**src/rtl/uart_tx_fifo.sv**
```systemverilog
// Byte FIFO feeding a UART transmitter (start, 8 data bits LSB first, stop).
// Define UART_TX_PARITY_EN to insert an even-parity bit between data and stop.
module uart_tx_fifo #(
  parameter int CLKS_PER_BIT = 16,
  parameter int FIFO_DEPTH   = 8
) (
  input  logic       clk,
  input  logic       reset,
  input  logic [7:0] in,
  input  logic       wr_uart,
  output logic       tx_full,
  output logic       tx_empty,
  output logic       tx,
  output logic       txBusy,
  output logic       txErr
);

  localparam int PTR_W = $clog2(FIFO_DEPTH);
  localparam int CNT_W = PTR_W + 1;
  localparam logic [15:0] BIT_RELOAD = 16'(CLKS_PER_BIT - 1);

  typedef enum logic [2:0] {
    IDLE   = 3'd0,
    START  = 3'd1,
    DATA   = 3'd2,
`ifdef UART_TX_PARITY_EN
    PARITY = 3'd3,
`endif
    STOP   = 3'd4
  } state_t;

  logic [7:0]       mem_q [FIFO_DEPTH];
  logic [PTR_W-1:0] wr_ptr_q, wr_ptr_d;
  logic [PTR_W-1:0] rd_ptr_q, rd_ptr_d;
  logic [CNT_W-1:0] count_q, count_d;
  state_t           state_q, state_d;
  logic [15:0]      bit_cnt_q, bit_cnt_d;
  logic [2:0]       bit_idx_q, bit_idx_d;
  logic [7:0]       data_q, data_d;
  logic             tx_q, tx_d;
  logic             err_q, err_d;
  logic             push;
  logic             pop;
  logic             bit_done;

  assign tx_full  = (count_q == CNT_W'(FIFO_DEPTH));
  assign tx_empty = (count_q == '0);
  assign tx       = tx_q;
  assign txBusy   = (state_q != IDLE);
  assign txErr    = err_q;
  assign push     = wr_uart & ~tx_full;
  assign bit_done = (bit_cnt_q == 16'd0);

  // Rejected writes raise the error pulse regardless of a pop in the same cycle.
  always_comb begin
    err_d    = wr_uart & tx_full;
    wr_ptr_d = push ? wr_ptr_q + PTR_W'(1) : wr_ptr_q;
    rd_ptr_d = pop ? rd_ptr_q + PTR_W'(1) : rd_ptr_q;
    count_d  = count_q;
    if (push && !pop) begin
      count_d = count_q + CNT_W'(1);
    end else if (!push && pop) begin
      count_d = count_q - CNT_W'(1);
    end
  end

  always_comb begin
    state_d   = state_q;
    bit_cnt_d = bit_cnt_q;
    bit_idx_d = bit_idx_q;
    data_d    = data_q;
    tx_d      = tx_q;
    pop       = 1'b0;
    case (state_q)
      IDLE: begin
        tx_d = 1'b1;
        if (!tx_empty) begin
          pop       = 1'b1;
          data_d    = mem_q[rd_ptr_q];
          state_d   = START;
          bit_cnt_d = BIT_RELOAD;
          tx_d      = 1'b0;
        end
      end
      START: begin
        if (bit_done) begin
          state_d   = DATA;
          bit_idx_d = 3'd0;
          bit_cnt_d = BIT_RELOAD;
          tx_d      = data_q[0];
        end else begin
          bit_cnt_d = bit_cnt_q - 16'd1;
        end
      end
      DATA: begin
        if (bit_done) begin
          bit_cnt_d = BIT_RELOAD;
          if (bit_idx_q == 3'd7) begin
`ifdef UART_TX_PARITY_EN
            state_d = PARITY;
            tx_d    = ^data_q;
`else
            state_d = STOP;
            tx_d    = 1'b1;
`endif
          end else begin
            bit_idx_d = bit_idx_q + 3'd1;
            tx_d      = data_q[bit_idx_d];
          end
        end else begin
          bit_cnt_d = bit_cnt_q - 16'd1;
        end
      end
`ifdef UART_TX_PARITY_EN
      PARITY: begin
        if (bit_done) begin
          state_d   = STOP;
          bit_cnt_d = BIT_RELOAD;
          tx_d      = 1'b1;
        end else begin
          bit_cnt_d = bit_cnt_q - 16'd1;
        end
      end
`endif
      // A queued byte starts its frame straight from the stop bit, no idle gap.
      STOP: begin
        if (bit_done) begin
          if (!tx_empty) begin
            pop       = 1'b1;
            data_d    = mem_q[rd_ptr_q];
            state_d   = START;
            bit_cnt_d = BIT_RELOAD;
            tx_d      = 1'b0;
          end else begin
            state_d = IDLE;
            tx_d    = 1'b1;
          end
        end else begin
          bit_cnt_d = bit_cnt_q - 16'd1;
        end
      end
      default: begin
        state_d = IDLE;
        tx_d    = 1'b1;
      end
    endcase
  end

  always_ff @(posedge clk) begin
    if (push) begin
      mem_q[wr_ptr_q] <= in;
    end
  end

  always_ff @(posedge clk or negedge reset) begin
    if (!reset) begin
      wr_ptr_q  <= '0;
      rd_ptr_q  <= '0;
      count_q   <= '0;
      state_q   <= IDLE;
      bit_cnt_q <= '0;
      bit_idx_q <= '0;
      data_q    <= '0;
      tx_q      <= 1'b1;
      err_q     <= 1'b0;
    end else begin
      wr_ptr_q  <= wr_ptr_d;
      rd_ptr_q  <= rd_ptr_d;
      count_q   <= count_d;
      state_q   <= state_d;
      bit_cnt_q <= bit_cnt_d;
      bit_idx_q <= bit_idx_d;
      data_q    <= data_d;
      tx_q      <= tx_d;
      err_q     <= err_d;
    end
  end

endmodule

```
**config.mk**
```make
export PLATFORM = sky130hd
export DESIGN_NAME = uart_tx_fifo
export DESIGN_NICKNAME = d
export VERILOG_FILES = /design/src/rtl/uart_tx_fifo.sv
export SDC_FILE = /design/constraint.sdc
export NUM_CORES = 1
export LEC_CHECK = 0
export CAP_MARGIN = 10
export CORE_AREA = 3 3 98 100
export CTS_BUF_LIST = sky130_fd_sc_hd__clkbuf_8
export CTS_CLUSTER_SIZE = 12
export DETAILED_ROUTE_END_ITERATION = 10
export DIE_AREA = 0 0 101 103
export PLACE_DENSITY = 0.71
export SETUP_SLACK_MARGIN = 0.2
export SLEW_MARGIN = 20
export SYNTH_ARGS = -nofsm -noshare
export SYNTH_HDL_FRONTEND = slang
export SYNTH_SLANG_ARGS = --single-unit
```
**constraint.sdc**
```tcl
create_clock -name clk -period 3.5 [get_ports clk]
set_input_delay 0.525 -clock clk [delete_from_list [all_inputs] [get_ports clk]]
set_output_delay 0.525 -clock clk [all_outputs]
set_load 0.1 [all_outputs]
```
==> metrics.csv <==
stage;metric;value;unit
outcome;outcome;finished, final reports clean;
global_route;grt_usage;18.4;%
critical_path;critPathKind;flop to flop;
synthesis;synth_compound_area_share;6.41;%
clock_tree;h-tree-depth;3;
sta;worst_pin_slew;0.963;ns
synthesis;ys_top_cells_by_area;edfxtp_1, dfrtp_1, mux4_2, nor2_1, mux2i_1;
cells_and_area;insertedDiodeCount;0;
power_and_ir_drop;p_per_area;529;nW/µm²
placement;numPortBuffers;15;
synthesis;synth_cell_types;54;
sta;fin_tns_setup;0;ns
synthesis;synth_nets;366;
critical_path;crit_path_max_incr_delay;0.42;ns
synthesis;synthAdderAreaFrac;2.50;%
synthesis;netlist_area;4800;µm²
synthesis;synth_top_family_by_area;simple AND/OR/NAND/NOR gates;
synthesis;avgSynthCellArea;13.9;µm²
die;core-area;8760;µm²
die;ios;16;
critical_path;cp.required;3.77;ns
detailed_routing;routed_wl;8590;µm
die;die_area;10400;µm²
clock_tree;cts-root-buf;clkbuf_8;
clock_tree;post-cts-setup-buffers;0;
synthesis;synth-warning-count;0;
synthesis;async_flop_share;39.6;%
detailed_routing;vias_per_cell;5.89;
synthesis;synth_xor_area_share;2.37;%
sta;skew;0.0175;ns
sta;holdWs;0.273;ns
die;die_w;101;µm
placement;placed_cells;465;
synthesis;ys_seq_elements;106;
die;start_util;54.8;%
critical_path;crit_buf_inv;3;
cells_and_area;nNetsFinal;389;
synthesis;synthFlopType;edfxtp_1;
clock_tree;clock_path_buffers;2;
critical_path;rr_worst_depth;14;
cells_and_area;postLayoutCoreUtil;60.5;%
placement;postPlaceCellArea;5080;µm²
clock_tree;clk_latency;0.38;ns
synthesis;yosys.area_share.simple;12.6;%
min_path;hold_path_class;input pin to asynchronous set/reset pin;
sta;setup-violations-final;0;
synthesis;ys_seq_area_share;61.9;%
critical_path;crit_slowest_cell;dfrtp_1;
synthesis;synth_mux_area_share;12.1;%
global_route;grt_pass1_vias;2856;
job;max-cap-violations;0;
clock_tree;cts_tree;done;
die;rows;34;
sta;hold_violations;0;
detailed_routing;dr.first_iter.drc_count;164;
placement;dp_hpwl;5840;µm
sta;rsz0062_at_grt;false;
clock_tree;cts.sinks;106;
power_and_ir_drop;ir_worst_vdd;0.000455;V
sta;period_needed;3.04;ns
detailed_routing;wire_per_inst;17.8;µm
global_route;grt_max_degree;43;
cells_and_area;final_area;5310;µm²
synthesis;synth_edf_count;64;
clock_tree;worst_setup_hold_path_clk_slew;0.12;ns
synthesis;synthCells;346;
critical_path;start_kind;flop;
detailed_routing;vias;2839;
cells_and_area;drive_gt1_share;17.1;%
placement;dp_slack;0.431;ns
sta;finalMaxSlewViolations;0;
sta;fin_crit_sh;86.9;%
critical_path;path_depth;14;
synthesis;yosysTopAreaCellShare;40.0;%
global_route;grt_pass1_wl;14400;µm
cells_and_area;synthToLayoutAreaGrowth;10.4;%
critical_path;critPathCaptureType;flop;
critical_path;cp_top_family;adder cells;
sta;slew_headroom;35.6;%
detailed_routing;ant_nets;0;
clock_tree;ctsResizeCount;0;
clock_tree;holdBufCountCts;0;
critical_path;crit_chain;inv_1, ha_1, nor4b_2, nand4_1, a21oi_2, inv_1, ha_1, inv_1, ha_1, a21o_1, a21oi_1, xnor2_1, nor2_1, xor2_1;
critical_path;crit_arrival;3.31;ns
synthesis;yosysTopAreaCell;edfxtp_1;
detailed_routing;drc_errors;0;
power_and_ir_drop;p_total;2.81;mW
sta;fin_ws;0.459;ns
global_route;grt_antenna_before_repair;0;
cells_and_area;final_cell_count_no_fill;482;
critical_path;cp_max_fo;7;
detailed_routing;firstDrtPassIters;4;
power_and_ir_drop;leakage;1.99;nW
global_route;grt-ovfl-total;0;
clock_tree;cts_buffers;9;
sta;timing.fmax;329;MHz
placement;gp_congestion;0.824;
die;fp.dieH;103;µm
==> synth_stat cells, drive strengths merged, types with 4 or more instances <==
master / instances
edfxtp: 64
dfrtp: 41
nor2: 41
a21oi: 22
nand2: 19
mux4: 18
mux2i: 14
buf: 11
nor3: 11
o21ai: 10
xnor2: 9
ha: 8
nand2b: 8
inv: 6
clkbuf: 5
or3: 5
nor2b: 4
nor4: 4
nor4b: 4
o2bb2ai: 4
xor2: 4
==> cells in the final DEF (no fill, tap or decap), drive strengths merged, types with 2 or more instances in the layout <==
cell           netlist  routed
nor3                11      11
nor4                 4       4
nor2b                4       4
edfxtp              64      64
nor2                41      41
and3                 2       2
o2bb2ai              4       4
mux2                 3       3
clkbuf               5       9
mux2i               14      14
nand2               19      19
buf                 11      17
nand2b               8       8
nand3b               2       2
o21ai               10      10
nand3                3       3
a21oi               22      22
xnor2                9       9
xor2                 4       4
or4                  2       2
a21o                 3       3
a31oi                2       2
clkinv               0       3
or3                  5       5
inv                  6      10
nor4b                4       4
ha                   8       8
clkdlybuf4s50        0      11
dfrtp               41      41
mux4                18      18
==> report_power, final <==
part / leakage [nW] / switching (mW) / internal (mW)
registers: 1.09 / 0.0789 / 1.49
clock network: 0.107 / 0.478 / 0.292
logic: 0.787 / 0.278 / 0.192
==> per-layer routing <==
metal	part of all wire (%)	global-route usage, %	up-vias
li1	-	-	1347
met1	43	23.3	1418
met2	51	31.5	65
met3	4.6	5.01	9
met4	1.5	5.52	0
met5	0	0	-
==> final timing paths <==
| path | from | to | slack (ns) |
|---|---|---|---|
| setup / recovery | bit_cnt_q[0] | count_q[3] | 0.46 |
| hold / removal | reset | count_q[2] | 0.27 |
| setup reg to reg | bit_cnt_q[0] | count_q[3] | 0.46 |
| hold reg to reg | bit_idx_q[1] | bit_idx_q[1] | 0.50 |
| max in group asynchronous | reset | data_q[4] | 2.64 |
| min in group clk | bit_idx_q[1] | bit_idx_q[1] | 0.50 |
==> flip-flops by register name, indices dropped and copies added (netlist names) <==
signal	flops
mem_q	64
bit_cnt_q	16
data_q	8
count_q	4
bit_idx_q	3
rd_ptr_q	3
state_q	3
wr_ptr_q	3
tx	1
txErr	1
==> layout make-up <==
| type | count | area, µm² |
|---|---|---|
| fillers | 672 | 3460 |
| clock inverters | 7 | 88.8 |
| well taps | 108 | 135 |
| multi-input cells | 218 | 1730 |
| inverters | 6 | 22.5 |
| repair buffers | 28 | 235 |
| flip-flops and latches | 106 | 2970 |
| clock buffers | 9 | 124 |
==> kinds of logic (layout without fill, tap and decap cells) <==
group / count (synthesis) / count (layout)
buf+inv: 22 / 50
simple gates: 111 / 111
fa+ha+maj: 9 / 9
flops: 106 / 106
compound gates: 50 / 50
xor+xnor: 13 / 13
mux: 35 / 35
No activity file was read; power rests on OpenSTA's default activity.
==> patch (same flow settings) <==
Build with the macro `UART_TX_PARITY_EN` defined.
--- a/src/rtl/uart_tx_fifo.sv
+++ b/src/rtl/uart_tx_fifo.sv
@@ -1,5 +1,7 @@
 // Byte FIFO feeding a UART transmitter (start, 8 data bits LSB first, stop).
 // Define UART_TX_PARITY_EN to insert an even-parity bit between data and stop.
+`define UART_TX_PARITY_EN
+
 module uart_tx_fifo #(
   parameter int CLKS_PER_BIT = 16,
   parameter int FIFO_DEPTH   = 8
Behaviour: same outputs for any inputs over 10 cycles, from zero or initial values and one cycle with reset low; that may be too few to reach the edited logic, so the function may still have changed.
==> patch against the unedited design <==
  * Cell area rose by 1.3%
  * Total power barely moved
  * Synthesized cell count rose by 5.5%
  * Setup slack improved by 120 ps
  * Routed wire length rose by 6.2%
  * Synthesized area rose by 1.5%
  * Cell count rose by 3.5%
  * Clock power rose by 2%
  * Sequential cell count did not move
  * Critical path type unchanged
  * Largest power group unchanged
==> patch: results (changes against the unedited design) <==
global_routing:
  grt_max_degree: 43  # unchanged
  grt_pass1_vias: 2958  # +3.6%
  grt_use_total_pct: 19.51  # +1.1 points
  grt_pass1_wl_um: 15300  # +6.2%
setup_path:
  reg2reg_slack_ps: 580  # +120 ps
  timing.rr.end: "count_q[3]"
  arrival_ps: 3190  # -120 ps
  path_max_fanout: 4  # -3
  reg2reg_depth: 14  # unchanged
  slowest_stage: "nor4b_1"
timing:
  whs_ps: 269.9  # -3.438 ps
  slew_headroom_pct: 35.35  # -0.24 points
  fin_crit_sh_pct: 83.51  # -3.4 points
  fin_skew_ps: 11.95  # -5.560 ps
route:
  drt_first_iter_violations: 148  # -9.8%
  routed_wl_um: 9123  # +6.2%
  via_per_inst: 5.834  # -0.96%
  routed-via-count: 2911  # +2.5%
  firstDrtPassIters: 4  # unchanged
pwr:
  ir_worst_vdd_mv: 0.2802  # -38%
  power.leakage_nw: 2.017  # +1.5%
  p_int_mw: 1.976  # +0.17%
placed_design:
  place_inst: 483  # +3.9%
  place_congestion: 0.8566  # +4.0%
  post_dp_cell_area_sq_um: 5159  # +1.5%
  place_ws_ps: 657.8  # +227.3 ps
  numPortBuffers: 15  # unchanged
  dp_hpwl_um: 6356  # +8.8%
synthesis:
  netlist_instances: 365  # +5.5%
  post_synth_num_cell_types: 61  # +13%
  synth_area_leaders: "edfxtp_1 (39%), dfrtp_1 (21%), mux4_2 (7.4%)"
  yosysWarnings: 0  # unchanged
  yosysSeqAreaShare_pct: 60.98  # -0.92 points
  yosys-top-cells-count: "edfxtp_1 (64), dfrtp_1 (41), nor2_1 (29)"
  synth.net_count: 385  # +5.2%
final_layout:
  fin_nets: 406  # +4.4%
  final_layout_size_suffix_gt1_share_pct: 15.60  # -1.5 points
outcome:
  outcome: "completed"
## patch: changes by cell type after synthesis, sizes merged, moves of 4 or more
cell and change:
inv +4, a31oi +4, o21ai +13, nand2 +8, nor3 +8, a21oi -8
nor2 -12
## patch: critical path: cells and delay by family, from the launching register on
family,cells,cell delay [ps]
AND/OR/NAND/NOR,3,650
adder cells (fa/ha/maj),3,640
AO/OA/AOI/OAI,3,580
flip-flops,1,410
buffers and inverters,3,270
XOR/XNOR,2,260
## patch: kinds of logic (layout without fill, tap and decap cells)
| family | Yosys count | count (layout) | synth area share (%) |
|---|---|---|---|
| AND/OR/NAND/NOR | 108 | 108 | 11.62 |
| flip-flops | 106 | 106 | 60.98 |
| AO/OA/AOI/OAI | 64 | 64 | 8.312 |
| multiplexers | 33 | 33 | 10.95 |
| buffers and inverters | 27 | 53 | 2.437 |
| XOR/XNOR | 18 | 18 | 3.232 |
| adder cells (fa/ha/maj) | 9 | 9 | 2.463 |
## patch: routing by layer
layer | wire length (um) | GRT usage [%] | share of wire [%] | up-vias
li1 | - | - | - | 1420
met1 | 3839 | 24.54 | 42 | 1438
met3 | 315 | 4.533 | 3.5 | 10
met4 | 96 | 5.010 | 1.1 | 0
met5 | 0 | 0 | 0 | -
met2 | 4872 | 34.33 | 53 | 43
## patch: layout make-up
class | instances | area, sq um
fill | 696 | 3390
sequential | 106 | 2974
multi-input combinational | 232 | 1784
timing repair buffer | 27 | 227.7
tap | 108 | 135.1
clock buffer | 9 | 123.9
clock inverter | 7 | 91.34
inverter | 10 | 37.54
## patch: power by group through the flow
stage	Clock (mW)	Combinational, mW	Sequential, mW
final	0.784	0.454	1.57
after CTS	0.812	0.464	1.57
after global placement	0	0.452	1.59
after detailed placement	0	0.463	1.60
after floorplan	0	0.304	1.59
after global routing	0.866	0.511	1.59
